## src/rtl/timer_pkg.sv

```systemverilog
// timer_pkg
//   Shared definitions for programmable_timer and timer_capture:
//   default widths, the capture record layout and its width helper.
package timer_pkg;

   localparam int COUNTER_DEF  = 19;
   localparam int PERIOD_W_DEF = 48;
   localparam int N_CH_DEF     = 4;

   // Capture record at default widths; period sits above counter so the
   // packed value compares in time order.
   typedef struct packed {
      logic [PERIOD_W_DEF-1:0] period;
      logic [COUNTER_DEF-1:0]  count;
   } cap_rec_t;

   function automatic int cap_rec_w(input int period_w, input int counter_w);
      return period_w + counter_w;
   endfunction

endpackage

```

## src/rtl/timer_capture.sv

```systemverilog
// timer_capture
//   One event-capture channel: latches a {period,counter} stamp on ev when
//   the holding register is free, presents it with a valid/ready handshake
//   and raises a sticky overflow flag when an event is dropped.
//
// Ports
//   clk        clock, rising edge
//   rst        synchronous reset, active-low
//   ev         event strobe
//   cap_ready  consumer accepts the current record
//   stamp      {period,counter} visible this cycle
//   cap_valid  record held
//   cap_data   held record
//   cap_ovf    sticky: an event arrived while the record was blocked
module timer_capture
   import timer_pkg::*;
#(
   parameter int REC_W = cap_rec_w(PERIOD_W_DEF, COUNTER_DEF)
) (
   input  logic             clk,
   input  logic             rst,
   input  logic             ev,
   input  logic             cap_ready,
   input  logic [REC_W-1:0] stamp,
   output logic             cap_valid,
   output logic [REC_W-1:0] cap_data,
   output logic             cap_ovf
);

   logic             valid_q, valid_d;
   logic [REC_W-1:0] data_q, data_d;
   logic             ovf_q, ovf_d;
   logic             take;

   // The register is free either when empty or when being drained this cycle.
   assign take = ev && (!valid_q || cap_ready);

   always_comb begin
      valid_d = valid_q;
      data_d  = data_q;
      ovf_d   = ovf_q;
      if (valid_q && cap_ready) begin
         valid_d = 1'b0;
         ovf_d   = 1'b0;
      end
      if (take) begin
         valid_d = 1'b1;
         data_d  = stamp;
      end else if (ev && valid_q) begin
         ovf_d = 1'b1;
      end
   end

   always_ff @(posedge clk) begin
      if (!rst) begin
         valid_q <= 1'b0;
         data_q  <= '0;
         ovf_q   <= 1'b0;
      end else begin
         valid_q <= valid_d;
         data_q  <= data_d;
         ovf_q   <= ovf_d;
      end
   end

   assign cap_valid = valid_q;
   assign cap_data  = data_q;
   assign cap_ovf   = ovf_q;

endmodule

```

## src/rtl/programmable_timer.sv

```systemverilog
// programmable_timer
//   Free-running period timer with a programmable terminal count, external
//   resync and optional per-channel event timestamp capture.
//   Capture channels are built only when macro TIMER_CAPTURE_EN is defined;
//   otherwise the capture outputs are tied to 0 and ev/cap_ready are ignored.
//
// Ports
//   clk          clock, rising edge
//   rst          synchronous reset, active-low
//   tc           terminal count, staged on tc_load
//   tc_load      strobe: stage tc (applied at next wrap or sync)
//   sync         strobe: restart counter at 0, load period from sync_period
//   sync_period  period value loaded on sync
//   counter      current count, 0..tc_active
//   period       completed-period count, wraps silently
//   period_done  one-cycle pulse in the cycle counter returns to 0
//   ev           per-channel event strobes
//   cap_valid    per-channel record valid
//   cap_ready    per-channel record accept
//   cap_data     per-channel {period,counter}, channel 0 in the LSBs
//   cap_ovf      per-channel sticky overflow
module programmable_timer
   import timer_pkg::*;
#(
   parameter int COUNTER  = COUNTER_DEF,
   parameter int PERIOD_W = PERIOD_W_DEF,
   parameter int N_CH     = N_CH_DEF
) (
   input  logic                             clk,
   input  logic                             rst,
   input  logic [COUNTER-1:0]               tc,
   input  logic                             tc_load,
   input  logic                             sync,
   input  logic [PERIOD_W-1:0]              sync_period,
   output logic [COUNTER-1:0]               counter,
   output logic [PERIOD_W-1:0]              period,
   output logic                             period_done,
   input  logic [N_CH-1:0]                  ev,
   output logic [N_CH-1:0]                  cap_valid,
   input  logic [N_CH-1:0]                  cap_ready,
   output logic [N_CH*(PERIOD_W+COUNTER)-1:0] cap_data,
   output logic [N_CH-1:0]                  cap_ovf
);

   localparam int REC_W = cap_rec_w(PERIOD_W, COUNTER);

   logic [COUNTER-1:0]  counter_q, counter_d;
   logic [PERIOD_W-1:0] period_q, period_d;
   logic                period_done_q, period_done_d;
   logic [COUNTER-1:0]  tc_active_q, tc_active_d;
   logic [COUNTER-1:0]  tc_staged_q, tc_staged_d;
   logic                wrap;

   assign wrap = (counter_q == tc_active_q);

   always_comb begin
      counter_d     = counter_q + COUNTER'(1);
      period_d      = period_q;
      period_done_d = 1'b0;
      tc_active_d   = tc_active_q;
      tc_staged_d   = tc_load ? tc : tc_staged_q;
      // Sync takes priority over a coincident wrap and swallows its pulse.
      if (sync) begin
         counter_d   = '0;
         period_d    = sync_period;
         tc_active_d = tc_staged_q;
      end else if (wrap) begin
         counter_d     = '0;
         period_d      = period_q + PERIOD_W'(1);
         period_done_d = 1'b1;
         tc_active_d   = tc_staged_q;
      end
   end

   always_ff @(posedge clk) begin
      if (!rst) begin
         counter_q     <= '0;
         period_q      <= '0;
         period_done_q <= 1'b0;
         tc_active_q   <= '1;
         tc_staged_q   <= '1;
      end else begin
         counter_q     <= counter_d;
         period_q      <= period_d;
         period_done_q <= period_done_d;
         tc_active_q   <= tc_active_d;
         tc_staged_q   <= tc_staged_d;
      end
   end

   assign counter     = counter_q;
   assign period      = period_q;
   assign period_done = period_done_q;

`ifdef TIMER_CAPTURE_EN
   logic [REC_W-1:0] stamp;

   // Stamps are the registered values, so a capture alongside sync sees
   // the pre-sync time.
   assign stamp = {period_q, counter_q};

   for (genvar i = 0; i < N_CH; i++) begin : g_cap
      timer_capture #(
         .REC_W(REC_W)
      ) u_cap (
         .clk       (clk),
         .rst       (rst),
         .ev        (ev[i]),
         .cap_ready (cap_ready[i]),
         .stamp     (stamp),
         .cap_valid (cap_valid[i]),
         .cap_data  (cap_data[i*REC_W +: REC_W]),
         .cap_ovf   (cap_ovf[i])
      );
   end
`else
   logic unused_cap_inputs;

   assign unused_cap_inputs = ^{ev, cap_ready};
   assign cap_valid = '0;
   assign cap_data  = '0;
   assign cap_ovf   = '0;
`endif

endmodule

```

## config.mk

```make
export PLATFORM = sky130hd
export DESIGN_NAME = programmable_timer
export DESIGN_NICKNAME = d
export VERILOG_FILES = /design/src/rtl/timer_pkg.sv /design/src/rtl/timer_capture.sv /design/src/rtl/programmable_timer.sv
export SDC_FILE = /design/constraint.sdc
export NUM_CORES = 1
export LEC_CHECK = 0
export BUFFER_PORTS_ARGS = -buffer_cell sky130_fd_sc_hd__clkbuf_2
export CELL_PAD_IN_SITES_DETAIL_PLACEMENT = 0
export CELL_PAD_IN_SITES_GLOBAL_PLACEMENT = 2
export CORE_ASPECT_RATIO = 0.75
export CORE_UTILIZATION = 25
export DETAILED_ROUTE_END_ITERATION = 7
export PLACE_DENSITY_LB_ADDON = 0.1
export SLEW_MARGIN = 10
export SYNTH_ARGS = -nofsm -noshare
export SYNTH_HDL_FRONTEND = slang
export SYNTH_HIERARCHICAL = 1
export SYNTH_SLANG_ARGS = --single-unit
```

## constraint.sdc

```tcl
create_clock -name clk -period 4.1 [get_ports clk]
set_input_delay 0.82 -clock clk [delete_from_list [all_inputs] [get_ports clk]]
set_output_delay 0.82 -clock clk [all_outputs]
set_load 0.02 [all_outputs]
```

---- Word level (Yosys, flattened, before mapping) ----
Index checks and enable logic that the tools add are counted.
storage, ports and cells
  output and inout bits ................... 344
  word-level logic and storage cells ...... 17
  bits of input ports ..................... 79
  flip-flop bits (word level) ............. 106
cells by class
  mux-type cells .......................... 5
  bitwise logic cells ..................... 1
  reductions and logical operators ........ 3
  equality and inequality tests ........... 1
  add/subtract/negate cells ............... 2
operator list
  cell                     number
  $mux W48                 2
  $add A48 B1 Y48 const B  1
  $mux W19                 2
  $add A19 B1 Y19 const B  1
  $eq A19 B19 Y1           1
  $reduce_or A3 Y1         1
  $reduce_bool A2 Y1       1
  $reduce_or A2 Y1         1
  $mux W1                  1
  $not A1 Y1               1

---- Longest topological paths before layout ----
Gate-level depths: netlist of the first run.
  depth after elaboration ................. 3
  mapped depth ............................ 10
  depth with buffers taken out ............ 7

---- Worst setup path before layout of the first run ----
OpenSTA, ideal clock, no wires.
  kind .................................... register to register
  from .................................... register counter_q[8], in the netlist counter[8]
  to ...................................... register tc_active_q[17]
  setup time .............................. 137 ps
  cell stages (with the launch flop) ...... 10
  path buffers ............................ 3
  path slack .............................. 1787 ps
  period minus slack after synthesis ...... 2313 ps
  arrival ................................. 2176 ps
  path through ............................ dfxtp_1 -> xnor2_1 -> nand4_1 -> or4_4 -> buf_6 -> o21a_1 -> clkbuf_1 -> clkbuf_1 -> nand2_1 -> nand3_1
on the way
  cells in the longest elaborated chain, start to end .. 2
RTL lines
  item                                 RTL line                  RTL
  start, declared                      programmable_timer.sv:47  logic [COUNTER-1:0] counter_q, counter_d;
  start signal, assigned               programmable_timer.sv:83  counter_q <= counter_d;
  $eq A19 B19 Y1                       programmable_timer.sv:54  assign wrap = (counter_q == tc_active_q);
  $reduce_bool A2 Y1 (no source line)  n/a
  end signal, assigned                 programmable_timer.sv:86  tc_active_q <= tc_active_d;
  end, declared                        programmable_timer.sv:50  logic [COUNTER-1:0] tc_active_q, tc_active_d;
Every way passes these cells.
A chain may end at the register's enable or synchronous reset.

---- Final worst setup path of the first run ----
  from .................................... register period_q[1], in the netlist period[1]
  to ...................................... register period_q[32], in the netlist period[32]
on the way
  cells in the longest elaborated chain, start to end .. 3
RTL lines
  item                    RTL line                  RTL
  start, declared         programmable_timer.sv:48  logic [PERIOD_W-1:0] period_q, period_d;
  start signal, assigned  programmable_timer.sv:84  period_q <= period_d;
  $add A48 B1 Y48         programmable_timer.sv:69  period_d = period_q + PERIOD_W'(1);
  $mux W48                programmable_timer.sv:67  end else if (wrap) begin
  $mux W48                programmable_timer.sv:63  if (sync) begin
Every way passes these cells. The select of a mux whose other input is x is not followed.

==> metrics.md, run 1 <==
| Metric | Value |
|---|---|
| # rows | `53` |
| Die footprint | `0.0292 sq mm` |
| DRT Pass-1 Iters | `4` |
| Worst-case clock buffer depth | `2` |
| FMAX | `374 MHz` |
| Met2 Use GR | `0.191` |
| Vias in the first global route | `4626` |
| Post-CTS Resized | `0` |
| Layout area overhead | `4.48%` |
| Post-DP HPWL | `14.2 mm` |
| Max_cap viols | `0` |
| Min Tclk post-route | `2670 ps` |
| # IOs | `about 420` |
| CP Launch Type | `register` |
| Setup Buffers After CTS | `0` |
| Asr flop ratio synth | `0` |
| Crit path largest cell delay | `around 480 ps` |
| Vias | `approximately 5300` |
| Mapped Avg Cell Area | `about 8.1 sq um` |
| RSZ-0062 raised after global routing | `no` |
| Ys Warns | `6` |
| M3 GR Usage | `0.0270` |
| Inserted Diodes | `0` |
| GP Congestion | `roughly 0.70` |
| Main synth FF type | `dfxtp_1` |
| Clock latency at the later pin of the worst-skew pair | `360 ps` |
| Post-route setup TNS | `0 ps` |
| Endpoint class of the critical path | `register` |
| CP Buf/Inv Count | `0` |
| Hold slack | `around 470 ps` |
| Cts bufs inserted | `9` |
| Seq/Total Area, Yosys | `0.298` |
| FF+latch count, synth | `around 110` |
| Final total power | `~2.5 mW` |
| EDFF count, synth | `0` |
| Overall Global Routing Usage | `0.126` |
| Iter 0 DRT Violations | `175` |
| Core box area | `0.0280 sq mm` |
| Met1 GRT Util | `0.180` |
| DRT Wirelength | `18.8 mm` |
| Synthesized area | `roughly 0.007 sq mm` |
| Clk_skew | `15.3 ps` |
| Initial Utilization | `0.255` |
| CP cell instances | `ha_1, and2_1, nand4_1, and4b_1, nand3b_1, or4_1, a31oi_1` |
| # setup viols final | `0` |
| Wire per inst | `13.6 microns` |
| Sink Count | `around 110` |
| Die Span Y | `roughly 150 microns` |
| H-tree levels | `3` |
| Least-Margin Pin Slew | `773 ps` |
| Worst EP arrival | `between 2000 and 3000 ps` |
| Leakage | `around 3.3 nW` |
| GRT Residual Overflow | `0` |
| Status | `complete, no violations` |
| Share of layout cells above drive strength 1 | `0.179` |
| Worst-path cell with the longest stage delay | `and4b_1` |
| Critical Path RT | `between 4000 and 5000 ps` |
| Finished Core Util | `0.266` |
| Cells after Synth | `just under 900` |
| Largest net degree at the start of global routing | `between 40 and 50` |
| Chip width | `197 microns` |
| Nets | `1073` |
| Pwr Density | `approximately 340 mW/mm^2` |
| CTS tree | `built` |
| First-pass GRT wire length | `roughly 28 mm` |
| GR peak layer | `met2` |
| Detail Route Antenna Nets | `0` |
| Clock root buffer | `clkbuf_16` |
| CP delay by family, top | `simple AND/OR/NAND/NOR gates` |
| Slew headroom | `0.485` |
| Port bufs | `roughly 140` |
| Drt drc | `0` |
| Hold Buf Count CTS | `0` |
| Peak supply drop | `about 200 uV` |
| Library cells used by synthesis | `between 40 and 50` |
| Clk slew on worst S/H paths | `approximately 90 ps` |
| Final Hold Fails | `0` |
| DR vias/cell | `about 3.8` |
| CP max FO | `7` |
| Setup CP Type | `register to register` |
| Period Utilization, post-route | `0.652` |
| Initial antenna violation count | `0` |
| Max Slew Vio Count | `0` |
| Hold Path Class | `register to register` |
[registers in the layout (all words and copies together) (netlist names)]
| register | cells |
|---|---|
| counter | 19 |
| period | 48 |
| period_done | 1 |
| tc_active_q | 19 |
| tc_staged_q | 19 |
[kinds of logic (layout without fill, tap and decap cells)]
logic type	Yosys count	after routing	synth area share
simple gates	225	225	0.169
buf+inv	324	170	0.320
compound gates	124	124	0.0901
xor+xnor	74	74	0.0910
fa+ha+maj	2	2	0.00351
flops	106	106	0.298
mux	20	20	0.0281
other cells	1	276	0.000526
[cell type report]
cell class	count	area, sq um
multi-input combinational	721	3750
tap	385	482
timing repair buffer	145	743
clock inverter	7	83.8
fill	3186	20500
sequential	106	2120
clock buffer	9	225
inverter	9	33.8
[stage by stage]
step | std cells | worst slack (ps) | instance area (sq um)
after detailed placement | 1366 | 1390 | 7140
after global placement | 1366 | 1410 | 7140
after CTS | 1382 | 1360 | 7440
final | 1382 | 1430 | 7440
after floorplan | 1151 | 1790 | 8160
after global routing | 1382 | 1130 | 7440
[per-layer routing]
layer	up-vias	routed length (microns)
met5	-	0
met4	0	164
met3	9	1160
met2	245	8270
met1	2417	9170
li1	2627	-
[worst register-to-register path, cell delays in order, from the launching register on]
cell and delay [ps]:
dfxtp_1 470, ha_1 270, and2_1 160, nand4_1 360
and4b_1 490, nand3b_1 230, or4_1 470, a31oi_1 160
[synth_stat cells, types with 17 or more instances]
cell type,n,share of area
a21oi_1,38,0.027
buf_4,276,0.29
clkbuf_1,29,0.015
dfxtp_1,106,0.30
mux2i_1,20,0.028
nand2_1,62,0.033
nand3_1,38,0.027
nand4_1,17,0.015
nor2_1,29,0.015
nor3_1,21,0.015
o21ai_0,73,0.051
xnor2_1,64,0.079
[layout by cell type (no fill, tap or decap), types with 8 or more instances in the layout]
cell type  synthesis  routed
dfxtp_1          106     106
nand4_1           17      17
inv_1              9       8
nor3_1            21      21
clkbuf_16          0       9
nand2_1           62      62
nor4_1             9       9
xnor2_1           64      64
o21ai_0           73      73
a31oi_1            9       9
nand3_1           38      38
conb_1             1     276
nor2_1            29      29
xor2_1            10      10
and3_1             8       8
clkbuf_2           1     138
a21oi_1           38      38
mux2i_1           20      20
[where the power goes]
part / switching (mW) / total [mW] / leakage (nW) / internal [mW]
Clock: 0.466 / 0.902 / 0.142 / 0.436
Sequential: 0.0668 / 1.15 / 0.876 / 1.09
Combinational: 0.379 / 0.490 / 2.26 / 0.111
[worst paths after layout]
path | from | to | slack, ps | cells past startpoint
worst min-delay path | tc_staged_q[1]$_SDFFE_PN1P_ | tc_staged_q[1]$_SDFFE_PN1P_ | 470 | 2
worst max register to register | period[1]$_SDFFE_PN0P_ | period[32]$_SDFFE_PN0P_ | 1430 | 7
worst min register to register | tc_staged_q[1]$_SDFFE_PN1P_ | tc_staged_q[1]$_SDFFE_PN1P_ | 470 | 2
worst max-delay path | period[1]$_SDFFE_PN0P_ | period[32]$_SDFFE_PN0P_ | 1430 | 7
Power figures use the tool's default switching activity.
==> run 2, diff against run 1 <==
--- a/config.mk
+++ b/config.mk
@@ -5,11 +5,12 @@
 export SDC_FILE = /design/constraint.sdc
 export NUM_CORES = 1
 export LEC_CHECK = 0
+export ABC_AREA = 1
 export BUFFER_PORTS_ARGS = -buffer_cell sky130_fd_sc_hd__clkbuf_2
 export CELL_PAD_IN_SITES_DETAIL_PLACEMENT = 0
 export CELL_PAD_IN_SITES_GLOBAL_PLACEMENT = 2
 export CORE_ASPECT_RATIO = 0.75
-export CORE_UTILIZATION = 25
+export CORE_UTILIZATION = 20
 export DETAILED_ROUTE_END_ITERATION = 7
 export PLACE_DENSITY_LB_ADDON = 0.1
 export SLEW_MARGIN = 10
==> constraint.sdc (replaced) <==
create_clock -name clk -period 2.3 [get_ports clk]
set_input_delay 0.46 -clock clk [delete_from_list [all_inputs] [get_ports clk]]
set_output_delay 0.46 -clock clk [all_outputs]
set_load 0.02 [all_outputs]
==> run 2 against run 1 <==
Compared with the run above:
- via count is 40% higher
- cell count is 50% higher
- hold slack worse by 180 ps
- worst setup slack worse by 1200 ps
- combinational power is 120% higher
- critical path type unchanged
==> metrics.md, run 2 <==
| Metric | Value |
|---|---|
| Placed cell areas | `0.00880 sq mm (+23%)` |
| Nets | `1582 (+47%)` |
| DRT Pass-1 Iters | `4 (unchanged)` |
| GRT Residual Overflow | `0 (unchanged)` |
| Commonest non-fill, non-tap cell in the layout | `nand2_1` |
| CP most frequent cell | `nand2_1` |
| FF+latch count, synth | `106 (unchanged)` |
| Setup CP Type | `register to register` |
| Cts bufs inserted | `9 (unchanged)` |
| Clock latency at the later pin of the worst-skew pair | `390 ps (+30 ps)` |
| Overall Global Routing Usage | `0.136 (+0.0107)` |
| Place WS | `192 ps (-1200 ps)` |
| Iter 0 DRT Violations | `391 (+120%)` |
| Endpoint class of the critical path | `register` |
| Layout area overhead | `8.53%` |
| Hold Buf Count CTS | `0 (unchanged)` |
| Mapped Avg Cell Area | `6.13 sq um (-25%)` |
| Clk_skew | `17.9 ps (+2.59 ps)` |
| Synth top cells by count | `392 x nand2_1, 278 x buf_4, 218 x nor2_1` |
| Largest area contributor in the netlist | `dfxtp_1` |
| Hold slack | `292 ps (-179 ps)` |
| Main synth FF type | `dfxtp_1` |
| Seq/Total Area, Yosys | `0.253 (-0.0449)` |
| Critical Path RT | `2580 ps (-1810 ps)` |
| FMAX | `490 MHz (+31%)` |
| Die Span Y | `179 microns (+21%)` |
| Max Slew Vio Count | `0 (unchanged)` |
| Max_cap viols | `0 (unchanged)` |
| Min Tclk post-route | `2040 ps (-631 ps)` |
| Least-Margin Pin Slew | `627 ps (-145 ps)` |
| # IOs | `423 (unchanged)` |
| Compound-Gate Fraction of Synth Area | `0.0224 (-0.0677)` |
| CTS tree | `built` |
| # rows | `64 (+21%)` |
| Largest family of logic cells by synthesized area | `simple AND/OR/NAND/NOR gates` |
| Chip width | `239 microns (+21%)` |
| Count leader, synth | `nand2_1` |
| EDFF count, synth | `0 (unchanged)` |
| Share of layout cells above drive strength 1 | `0.137 (-0.0417)` |
| CP max FO | `5 (-2)` |
| Die footprint | `0.0428 sq mm (+47%)` |
| Synth top area share | `0.253 (-0.0449)` |
| First-pass GRT wire length | `43.1 mm (+54%)` |
| Worst-case clock buffer depth | `2 (unchanged)` |
| Simple-gate area share of the yosys netlist | `0.383 (+0.214)` |
| Post-Synth Adder-Cell Area | `0.00298 (-0.000529)` |
| Post-DP HPWL | `22.9 mm (+61%)` |
| Clock root buffer | `clkbuf_16` |
| Drt drc | `0 (unchanged)` |
| Initial Utilization | `0.204 (-0.0504)` |
| Library cells used by synthesis | `30 (-30%)` |
| Pwr Density | `534 mW/mm^2 (+56%)` |
| Port bufs | `138 (unchanged)` |
| Vias | `7422 (+40%)` |
| Mux contribution to synthesized area | `0 (-0.0281)` |
| Ranking of synthesized cells by area | `dfxtp_1 25%, buf_4 25%, nand2_1 18%` |
| Status | `complete, no violations` |
| Crit path largest cell delay | `350 ps (-130 ps)` |
| RSZ-0062 raised after global routing | `no` |
| Leakage | `4.57 nW (+39%)` |
| DRT Wirelength | `29.4 mm (+57%)` |
| Initial antenna violation count | `3 (+3)` |
| Worst EP arrival | `2330 ps (-630 ps)` |
| XOR/XNOR share of the synthesized area | `0.0271 (-0.0638)` |
| Peak supply drop | `373 uV (+85%)` |
| GP Congestion | `0.777 (+12%)` |
| CP cell instances | `ha_1, nand2_1, nor2_2, nand2_1, nor2_4, nand2_1, inv_1, nand3_1, nand2_1, nor2_1, nor2_1, nor2_1` |
| Sink Count | `106 (unchanged)` |
| PnR worst setup slack | `258 ps (-1170 ps)` |
| Final Hold Fails | `0 (unchanged)` |
| Wire per inst | `14.2 microns (+4.7%)` |
| H-tree levels | `3 (unchanged)` |
| Period Utilization, post-route | `0.888 (+0.236)` |
| DR vias/cell | `3.59 (-6.4%)` |
| Vias in the first global route | `6675 (+44%)` |
| Asr flop ratio synth | `0 (unchanged)` |
| Core box area | `0.0411 sq mm (+47%)` |
| Detail Route Antenna Nets | `0 (unchanged)` |
| Layout Cell Area excl Fill | `0.00911 sq mm (+22%)` |
| Synthesized area | `0.00839 sq mm (+18%)` |
| Worst-path cell with the longest stage delay | `dfxtp_1` |
| Largest net degree at the start of global routing | `86 (+79%)` |
| Fillers | `4813 (+51%)` |
| Cells after Synth | `1368 (+56%)` |
| Ys Warns | `6 (unchanged)` |
| Hold Path Class | `primary input to register` |
| Post-route setup TNS | `0 ps (unchanged)` |
| CP Buf/Inv Count | `1 (+1)` |
| CP delay by family, top | `simple AND/OR/NAND/NOR gates` |
| # setup viols final | `0 (unchanged)` |
| Clk slew on worst S/H paths | `90 ps (about the same)` |
| CP Launch Type | `register` |
| Max FFs per register | `48 (unchanged)` |
| Slew headroom | `0.579 (+0.0942)` |
| Most frequent cells in the layout | `392 x nand2_1, 276 x conb_1, 217 x nor2_1` |
-- run 2: changes by cell type in the layout (fill, tap and decap cells not counted), sizes merged, moves of 13 or more --
cell	delta
nand2	+331
o21ai	-44
nor2	+191
buf	+20
nand3	+97
inv	+87
a21oi	-32
mux2i	-20
xnor2	-54
nor3	-13
-- run 2: power by group --
| part | switching, mW | internal, mW |
|---|---|---|
| combinational | 0.838 | 0.259 |
| clock | 0.907 | 0.783 |
| sequential | 0.137 | 1.94 |
-- run 2: worst min-delay path: stages --
cell and delay [ps]:
clkbuf_2 80, nand2_1 40, nand3_1 60
-- run 2: metal layers --
metal  GRT usage  routed length, microns  vias up
li1            -                       -     3925
met1       0.208                   15600     3264
met2       0.192                   11900      213
met3      0.0277                    1530       16
met4      0.0302                     313        4
met5           0                      27        -
-- run 2: per-stage QoR --
stage / std cells / utilization / total power [mW]
2_1_floorplan: 1643 / - / 3.27
3_3_place_gp: 2051 / 0.214 / 3.23
3_5_place_dp: 2051 / 0.214 / 3.23
4_1_cts: 2067 / 0.221 / 4.99
5_1_grt: 2068 / 0.222 / 5.18
6_report: 2068 / 0.222 / 4.87
-- run 2: logic make-up (layout without fill, tap and decap cells) --
| logic type | count (synthesis) | after routing |
|---|---|---|
| buffers and inverters | 412 | 275 |
| other | 1 | 277 |
| AOI/OAI and AO/OA | 37 | 37 |
| DFF | 106 | 106 |
| xor gates and xnor gates | 26 | 26 |
| and+or+nand+nor | 784 | 784 |
| adders and majority gates | 2 | 2 |
-- run 2: cell type report --
cell class	instances	area, sq um	share of cell area
Timing Repair Buffer	165	931	0.102
Sequential cell	106	2120	0.233
Inverter	94	355	0.0390
Clock buffer	9	225	0.0247
Clock inverter	7	77.6	0.00852
Tap cell	561	702	0.0771
Multi-Input combinational cell	1125	4690	0.515
Antenna cell	1	2.50	0.000275
-- run 2: path summary, 6_finish.rpt --
kind                                from                            to  slack, ps  depth (start not counted)
max               period[0]$_SDFFE_PN0P_       period[36]$_SDFFE_PN0P_        260                         12
min                               tc[16]  tc_staged_q[16]$_SDFFE_PN1P_        290                          3
max reg2reg       period[0]$_SDFFE_PN0P_       period[36]$_SDFFE_PN0P_        260                         12
min reg2reg  tc_staged_q[8]$_SDFFE_PN1P_   tc_staged_q[8]$_SDFFE_PN1P_        460                          2
-- run 2: repair_timing --
item | in CTS | in global routing
setup endpoints to repair | 0 | 5
gates resized for setup | 0 | 3
buffers inserted | 0 | 0
